--- config.mk ---
export PLATFORM = sky130hd
export DESIGN_NAME = neuron_core_scheduler
export DESIGN_NICKNAME = d
export VERILOG_FILES = /design/src/rtl/snn_core_pkg.sv /design/src/rtl/axon_priority_encoder.sv /design/src/rtl/neuron_core_scheduler.sv
export SDC_FILE = /design/constraint.sdc
export NUM_CORES = 2
export LEC_CHECK = 0
export ABC_AREA = 0
export ABC_CLOCK_PERIOD_IN_PS = 3240
export BUFFER_PORTS_ARGS = -buffer_cell sky130_fd_sc_hd__buf_2
export CELL_PAD_IN_SITES_DETAIL_PLACEMENT = 0
export CELL_PAD_IN_SITES_GLOBAL_PLACEMENT = 1
export CORE_AREA = 5 5 405 407
export CTS_BUF_LIST = sky130_fd_sc_hd__clkbuf_8
export CTS_CLUSTER_DIAMETER = 80
export DETAILED_ROUTE_END_ITERATION = 6
export DIE_AREA = 0 0 410 412
export PLACE_DENSITY = 0.54
export SLEW_MARGIN = 20
export SYNTH_ARGS = -nofsm -noshare
export SYNTH_HDL_FRONTEND = slang
export SYNTH_SLANG_ARGS = --single-unit
--- constraint.sdc ---
create_clock -name clk -period 3.24 [get_ports clk]
set_clock_uncertainty 0.15 [all_clocks]
set_input_delay 0.324 -clock clk [delete_from_list [all_inputs] [get_ports clk]]
set_output_delay 0.324 -clock clk [all_outputs]
set_load 0.005 [all_outputs]
--- src/rtl/snn_core_pkg.sv ---
// Shared types and width helpers for the neuron core scheduler slice.
package snn_core_pkg;

   typedef enum logic [2:0] {
      IDLE,
      LOAD,
      INIT,
      INTEGRATE,
      FIRE,
      WAIT_SPK,
      DONE
   } sched_state_t;

   localparam int unsigned AXON_TYPE_W = 2;

   function automatic int unsigned neuron_idx_w(input int unsigned num_neurons);
      return (num_neurons > 1) ? $clog2(num_neurons) : 1;
   endfunction

   function automatic int unsigned axon_idx_w(input int unsigned num_axons);
      return (num_axons > 1) ? $clog2(num_axons) : 1;
   endfunction

endpackage

--- src/rtl/axon_priority_encoder.sv ---
// Lowest-index-first priority encoder over the active-axon mask.
module axon_priority_encoder
   import snn_core_pkg::*;
#(
   parameter int unsigned NUM_AXONS = 256
) (
   input  logic [NUM_AXONS-1:0]                req,
   output logic [axon_idx_w(NUM_AXONS)-1:0]    index,
   output logic                                any
);

   localparam int unsigned AW = axon_idx_w(NUM_AXONS);

   // Scan downward so the lowest set bit is the last assignment to win.
   always_comb begin
      index = '0;
      any   = |req;
      for (int i = int'(NUM_AXONS) - 1; i >= 0; i--) begin
         if (req[i]) index = AW'(i);
      end
   end

endmodule

--- src/rtl/neuron_core_scheduler.sv ---
// Per-tick sequencer for the shared neuron_block: walks neurons and axons, writes back, pushes spikes.
// Optional SCHED_SKIP_ZERO_AXON_EN: integrate only axons with spike & connectivity set.
module neuron_core_scheduler
   import snn_core_pkg::*;
#(
   parameter int unsigned NUM_NEURONS = 256,
   parameter int unsigned NUM_AXONS   = 256
) (
   input  logic                                  clk,
   input  logic                                  reset_n,
   input  logic                                  tick_start,
   input  logic [NUM_AXONS-1:0]                  axon_spikes,
   input  logic [AXON_TYPE_W*NUM_AXONS-1:0]      axon_types,
   output logic                                  busy,
   output logic                                  tick_done,
   output logic [neuron_idx_w(NUM_NEURONS)-1:0]  mem_addr,
   output logic                                  mem_rd_en,
   output logic                                  mem_wr_en,
   input  logic [NUM_AXONS-1:0]                  syn_row,
   output logic                                  new_neuron,
   output logic                                  process_spike,
   output logic                                  reg_en,
   output logic [AXON_TYPE_W-1:0]                neuron_instruction,
   input  logic                                  nb_spike,
   output logic                                  spk_valid,
   input  logic                                  spk_ready,
   output logic [neuron_idx_w(NUM_NEURONS)-1:0]  spk_neuron_id
);

   localparam int unsigned NW = neuron_idx_w(NUM_NEURONS);
   localparam int unsigned AW = axon_idx_w(NUM_AXONS);
   localparam logic [NW-1:0] N_LAST = NW'(NUM_NEURONS - 1);

   sched_state_t         state_q, state_d;
   logic [NW-1:0]        n_q, n_d;
   logic [NUM_AXONS-1:0] spk_lat_q, spk_lat_d;
   logic [AW-1:0]        cur_axon;
   logic                 cur_active;
   logic                 init_has_work;
   logic                 integ_last;
   logic                 adv;

`ifdef SCHED_SKIP_ZERO_AXON_EN
   logic [NUM_AXONS-1:0] pend_q, pend_d, pend_clr;
   logic                 pick_any;

   axon_priority_encoder #(
      .NUM_AXONS (NUM_AXONS)
   ) u_axon_pe (
      .req   (pend_q),
      .index (cur_axon),
      .any   (pick_any)
   );

   always_comb begin
      pend_clr           = pend_q;
      pend_clr[cur_axon] = 1'b0;
   end

   assign init_has_work = |(spk_lat_q & syn_row);
   assign integ_last    = ~|pend_clr;
   assign cur_active    = pick_any;

   // Pending mask: loaded from spike & row in INIT, one bit retired per INTEGRATE cycle.
   always_comb begin
      pend_d = pend_q;
      if (state_q == INIT) begin
         pend_d = spk_lat_q & syn_row;
      end else if (state_q == INTEGRATE) begin
         pend_d = pend_clr;
      end
   end

   always_ff @(posedge clk or negedge reset_n) begin
      if (!reset_n) begin
         pend_q <= '0;
      end else begin
         pend_q <= pend_d;
      end
   end
`else
   localparam logic [AW-1:0] A_LAST = AW'(NUM_AXONS - 1);

   logic [AW-1:0]        a_q, a_d;
   logic [NUM_AXONS-1:0] row_lat_q, row_lat_d;

   assign cur_axon      = a_q;
   assign cur_active    = spk_lat_q[a_q] & row_lat_q[a_q];
   assign init_has_work = 1'b1;
   assign integ_last    = (a_q == A_LAST);

   always_comb begin
      a_d       = a_q;
      row_lat_d = row_lat_q;
      if (state_q == INIT) begin
         row_lat_d = syn_row;
         a_d       = '0;
      end else if (state_q == INTEGRATE && !integ_last) begin
         a_d = a_q + AW'(1);
      end
   end

   always_ff @(posedge clk or negedge reset_n) begin
      if (!reset_n) begin
         a_q       <= '0;
         row_lat_q <= '0;
      end else begin
         a_q       <= a_d;
         row_lat_q <= row_lat_d;
      end
   end
`endif

   always_ff @(posedge clk or negedge reset_n) begin
      if (!reset_n) begin
         state_q   <= IDLE;
         n_q       <= '0;
         spk_lat_q <= '0;
      end else begin
         state_q   <= state_d;
         n_q       <= n_d;
         spk_lat_q <= spk_lat_d;
      end
   end

   // Leave FIRE/WAIT_SPK once no spike is owed downstream or the push completes.
   assign adv = ((state_q == FIRE) && !(nb_spike && !spk_ready)) ||
                ((state_q == WAIT_SPK) && spk_ready);

   always_comb begin
      state_d   = state_q;
      n_d       = n_q;
      spk_lat_d = spk_lat_q;
      unique case (state_q)
         IDLE: begin
            if (tick_start) begin
               state_d   = LOAD;
               n_d       = '0;
               spk_lat_d = axon_spikes;
            end
         end
         LOAD:      state_d = INIT;
         INIT:      state_d = init_has_work ? INTEGRATE : FIRE;
         INTEGRATE: if (integ_last) state_d = FIRE;
         FIRE:      if (!adv) state_d = WAIT_SPK;
         WAIT_SPK:  state_d = WAIT_SPK;
         DONE:      state_d = IDLE;
         default:   state_d = IDLE;
      endcase
      if (adv) begin
         if (n_q == N_LAST) begin
            state_d = DONE;
         end else begin
            state_d = LOAD;
            n_d     = n_q + NW'(1);
         end
      end
   end

   always_comb begin
      busy               = (state_q != IDLE) && (state_q != DONE);
      tick_done          = 1'b0;
      mem_addr           = '0;
      mem_rd_en          = 1'b0;
      mem_wr_en          = 1'b0;
      new_neuron         = 1'b0;
      process_spike      = 1'b0;
      reg_en             = 1'b0;
      neuron_instruction = '0;
      spk_valid          = 1'b0;
      spk_neuron_id      = '0;
      unique case (state_q)
         LOAD: begin
            mem_addr  = n_q;
            mem_rd_en = 1'b1;
         end
         INIT: new_neuron = 1'b1;
         INTEGRATE: begin
            reg_en             = 1'b1;
            process_spike      = cur_active;
            neuron_instruction = axon_types[AXON_TYPE_W*cur_axon +: AXON_TYPE_W];
         end
         FIRE: begin
            mem_addr      = n_q;
            mem_wr_en     = 1'b1;
            spk_valid     = nb_spike;
            spk_neuron_id = nb_spike ? n_q : '0;
         end
         WAIT_SPK: begin
            spk_valid     = 1'b1;
            spk_neuron_id = n_q;
         end
         DONE: tick_done = 1'b1;
         default: ;
      endcase
   end

endmodule

# Word level (Yosys, flattened, before mapping)
# Index checks and enable logic that the tools add are counted.
[totals]
wordCells = 63
output_inout_bits = 26
register_bits = 531
input_bits = 1029
[op_classes]
mux = 26
n_shift = 1
n_reduce_logical = 16
addsub = 2
order_cmp = 1
n_eq_ne = 11
n_bitwise = 1
[ops]
columns = ["operator", "n"]
rows = [
  ["512-bit by 10-bit variable part select with 2-bit output", 1],
  ["8-bit 2-to-1 mux", 8],
  ["8-bit by 1-bit adder with 8-bit output (second input constant)", 2],
  ["1-bit binary-select mux with 8-bit select", 2],
  ["8-bit equality test (second input constant)", 2],
  ["8-bit case mux with 2 select lines", 1],
  ["3-bit case mux with 5 select lines", 1],
  ["3-bit 2-to-1 mux", 4],
  ["3-bit equality test (second input constant)", 3],
  ["8-bit by 9-bit less-than comparator with 1-bit output (second input constant)", 1],
  ["3-bit != test (second input constant)", 3],
  ["1-bit 2-to-1 mux", 8],
  ["3-bit by 2-bit equality test with 1-bit output (second input constant)", 2],
  ["1-bit logical AND", 5],
  ["2-bit AND reduction", 2],
  ["2-bit OR reduction", 2],
  ["3-bit by 1-bit equality test with 1-bit output (second input constant)", 1],
  ["1-bit zero test", 3],
  ["3-bit zero test", 1],
  ["3-bit nonzero test", 1],
  ["2-bit 2-to-1 mux", 1],
  ["1-bit case mux with 2 select lines", 1],
  ["2-bit nonzero test", 1],
  ["1-bit bitwise AND", 1],
  ["1-bit logical OR", 1],
]

# Longest topological paths before layout
[depth]
word_depth = 7
depth_mapped = 12
depth_no_buf = 8

# Worst setup path after synthesis
# No wires, ideal clock.
[synth_timing]
kind = "register to output"
startpoint = "reg a_q[0]"
endpoint = "out neuron_instruction[0]"
path_slack_ns = 0.501
required_time_ns = 2.766
arrival_ns = 2.265
path_buffers = 3
stages_incl_launch_ff = 10
cell_sequence = "dfrtp_1 > buf_6 > buf_6 > buf_2 > mux4_2 > a22oi_1 > nand2_1 > o2111ai_1 > o311ai_0 > a32o_1"
[synth_between]
elab_chain_cells = 2
[synth_rtl]
columns = ["item", "line_no", "rtl"]
rows = [
  ["start, declared", "neuron_core_scheduler.sv:84", "logic [AW-1:0] a_q, a_d;"],
  ["start signal, assigned", "neuron_core_scheduler.sv:105", "a_q <= '0;"],
  ["start signal, assigned", "neuron_core_scheduler.sv:108", "a_q <= a_d;"],
  ["512-bit by 10-bit variable part select with 2-bit output", "neuron_core_scheduler.sv:181", "neuron_instruction = axon_types[AXON_TYPE_W*cur_axon +: AXON_TYPE_W];"],
  ["2-bit 2-to-1 mux", "neuron_core_scheduler.sv:172", "unique case (state_q)"],
  ["end, declared", "neuron_core_scheduler.sv:23", "output logic [AXON_TYPE_W-1:0] neuron_instruction,"],
]
# No other way between the ends.

# Worst setup path in the final report
# Ends and elaborated chain as after synthesis.

==> impl_metrics.sql <==
INSERT INTO impl_metrics (metric_group, metric, value, unit) VALUES
('outcome', 'outcome', 'finished, violations left', ''),
('outcome', 'failed_checks', 'setup timing', ''),
('floorplan', 'die_w', '410', 'µm'),
('finish', 'nets', '4832', ''),
('power_and_ir_drop', 'power_switching', '12.0', 'mW'),
('floorplan', 'die_height', '412', 'µm'),
('drt', 'highest_layer', 'met5', ''),
('sta', 'timing_worst_slew_pin_value', '0.737', 'ns'),
('placed_design', 'place.port_buffers', '1054', ''),
('sta', 'final.setup.worst_slack', '-0.982', 'ns'),
('critical_path', 'worstSetupStartpoint', 'a_q[0]', ''),
('power_and_ir_drop', 'power.density', '766', 'nW/µm²'),
('drt', 'met2_length', '79.0', 'mm'),
('critical_path', 'worst_r2r_startpoint', 'a_q[2]', ''),
('synthesis', 'ys_types', '68', ''),
('drt', 'firstDrtPassIters', '7', ''),
('synthesis', 'synth_cells', '1998', ''),
('sta', 'hold_violations', '0', ''),
('critical_path', 'critical_path_required', '2.77', 'ns'),
('clock_tree', 'htreeDepth', '3', ''),
('synthesis', 'post_synth_mux_area_share', '0.379', ''),
('sta', 'finalCriticalPeriod', '4.22', 'ns'),
('synthesis', 'synth_compound_area_frac', '0.0590', ''),
('synthesis', 'synth_flop_cell', 'dfrtp_1', ''),
('drt', 'wl_met3', '8.20', 'mm'),
('synthesis', 'yosys_warnings', '0', ''),
('synthesis', 'dominant_cell_type_by_area_after_synthesis', 'dfrtp_1', ''),
('critical_path', 'crit-reg2reg-capture', 'a_q[3]', ''),
('synthesis', 'ys_seq_area_frac', '0.477', ''),
('global_route', 'grt_pass1_vias', '28621', ''),
('sta', 'setup_repair_after_global_routing_missed_its_margin', 'true', ''),
('run', 'max_cap_viol_count', '0', ''),
('critical_path', 'cp-endpoint', 'neuron_instruction[0]', ''),
('critical_path', 'max_stage_delay', '0.57', 'ns'),
('critical_path', 'cpMostUsedCell', 'buf_12', ''),
('sta', 'timing_max_transition_violations_final', '0', ''),
('sta', 'timing.setup.tns', '-2.88', 'ns'),
('critical_path', 'cp-end-kind', 'primary output', ''),
('sta', 'setup-violations-final', '3', ''),
('synthesis', 'dominant_combinational_cell_family_by_area_after_synthesis', 'multiplexers', ''),
('global_route', 'wire_length_of_the_first_global_routing_pass', '211', 'mm'),
('synthesis', 'yosys_register_bits', '531', ''),
('critical_path', 'worstPathBufferInverterCount', '5', ''),
('placed_design', 'dpl_worst_slack', '-0.522', 'ns'),
('floorplan', 'top_level_ports', '1055', ''),
('drt', 'detailroute.via_count', '25643', ''),
('critical_path', 'crit_path_max_fanout', '6', ''),
('critical_path', 'crit_path_cell_count', '10', ''),
('power_and_ir_drop', 'power.combinational.fraction', '0.450', ''),
('power_and_ir_drop', 'cellInternalPower', '23.0', 'mW'),
('synthesis', 'synthesis.area_per_instance', '13.9', 'µm²'),
('finish', 'drive_above_1_share', '0.563', ''),
('finish', 'final_cell_area', '45700', 'µm²'),
('power_and_ir_drop', 'power', '35.0', 'mW'),
('drt', 'first_iter_violations', '1306', ''),
('critical_path', 'arrival', '3.75', 'ns'),
('floorplan', 'design.core.area', '160000', 'µm²'),
('hold_path', 'holdCritPathClass', 'input pin to flip-flop', ''),
('critical_path', 'r2r_slack', '0.41', 'ns'),
('floorplan', 'floorplan.die_area', '169000', 'µm²'),
('drt', 'drc', '0', ''),
('synthesis', 'yosys.area.top_type_share', '0.477', ''),
('hold_path', 'hp-start', 'axon_spikes[172]', ''),
('power_and_ir_drop', 'clockPowerShare', '0.209', ''),
('power_and_ir_drop', 'power.share.switching', '0.344', ''),
('finish', 'seqCellArea', '13300', 'µm²'),
('power_and_ir_drop', 'peakVddDrop', '305', 'µV'),
('global_route', 'antenna_found_initial', '71', ''),
('sta', 'max_freq', '0.237', 'GHz'),
('finish', 'finish.utilization', '0.286', ''),
('clock_tree', 'clock_tree_from_tritoncts', 'built', '');
[layout make-up]
| type | instances | area share |
|---|---|---|
| Tap cell | 2086 | 0.0571 |
| Clock inverter | 64 | 0.0127 |
| Inverter | 7 | 0.000575 |
| Antenna cell | 38 | 0.00208 |
| Multi-Input combinational cell | 1300 | 0.303 |
| Clock buffer | 119 | 0.0358 |
| Sequential cell | 531 | 0.291 |
| Timing Repair Buffer | 1858 | 0.297 |
[routing by layer]
metal	GRT usage	vias to the layer above
met3	0.0310	279
met1	0.211	12983
li1	-	11342
met5	0	-
met2	0.319	1033
met4	0.0626	6
[placed cells by master, fill, tap and decap left out, types with 36 or more instances in the layout]
cell	count
buf_2	1051
mux2_2	514
nand2_1	104
nand3_1	62
buf_12	56
buf_4	169
inv_1	36
nor2_1	38
mux2i_1	82
clkbuf_8	119
dlygate4sd3_1	565
mux4_2	165
o211ai_1	52
dfrtp_1	525
diode_2	38
[flip-flops by register name, summed over array words and instances (netlist names)]
register,cells
spk_lat_q,256
a_q,8
n_q,8
state_q,3
row_lat_q,256
[cells by family after synthesis]
logic type,after synthesis
compound gates,240
simple gates,277
xor+xnor,7
buf+inv,167
mux,774
flops,531
fa+ha+maj,2
[how the worst min path moves through the flow]
stage,to,slack (ns),depth (start not counted)
global placement,row_lat_q[209],0.25,1
floorplan,a_q[0],-0.12,0
finish,spk_lat_q[172],0.13,3
CTS,spk_lat_q[136],0.001,3
detailed placement,row_lat_q[209],0.26,1
global route,spk_lat_q[172],0.05,3
[power by group through the flow]
stage | logic [mW] | registers [mW] | clock network (mW)
floorplan | 9.73 | 11.2 | 0
global placement | 14.8 | 11.9 | 0
detailed placement | 14.9 | 12.0 | 0
CTS | 15.9 | 11.9 | 7.66
global route | 17.0 | 12.3 | 7.91
finish | 15.8 | 11.9 | 7.34
[tightest hold or removal path: stages]
cell	delay (ns)
dlygate4sd3_1	0.52
buf_2	0.10
mux2_2	0.13
[timing repair]
action | in CTS | in global routing
resized for setup | 24 | 42
hold endpoints to repair | 934 | 0
hold buffers | 566 | 0
endpoints found under the setup margin | 3 | 3
buffers inserted | 12 | 8
cloned | 1 | 2
pin swaps | 10 | 21
Power figures use the tool's default switching activity.
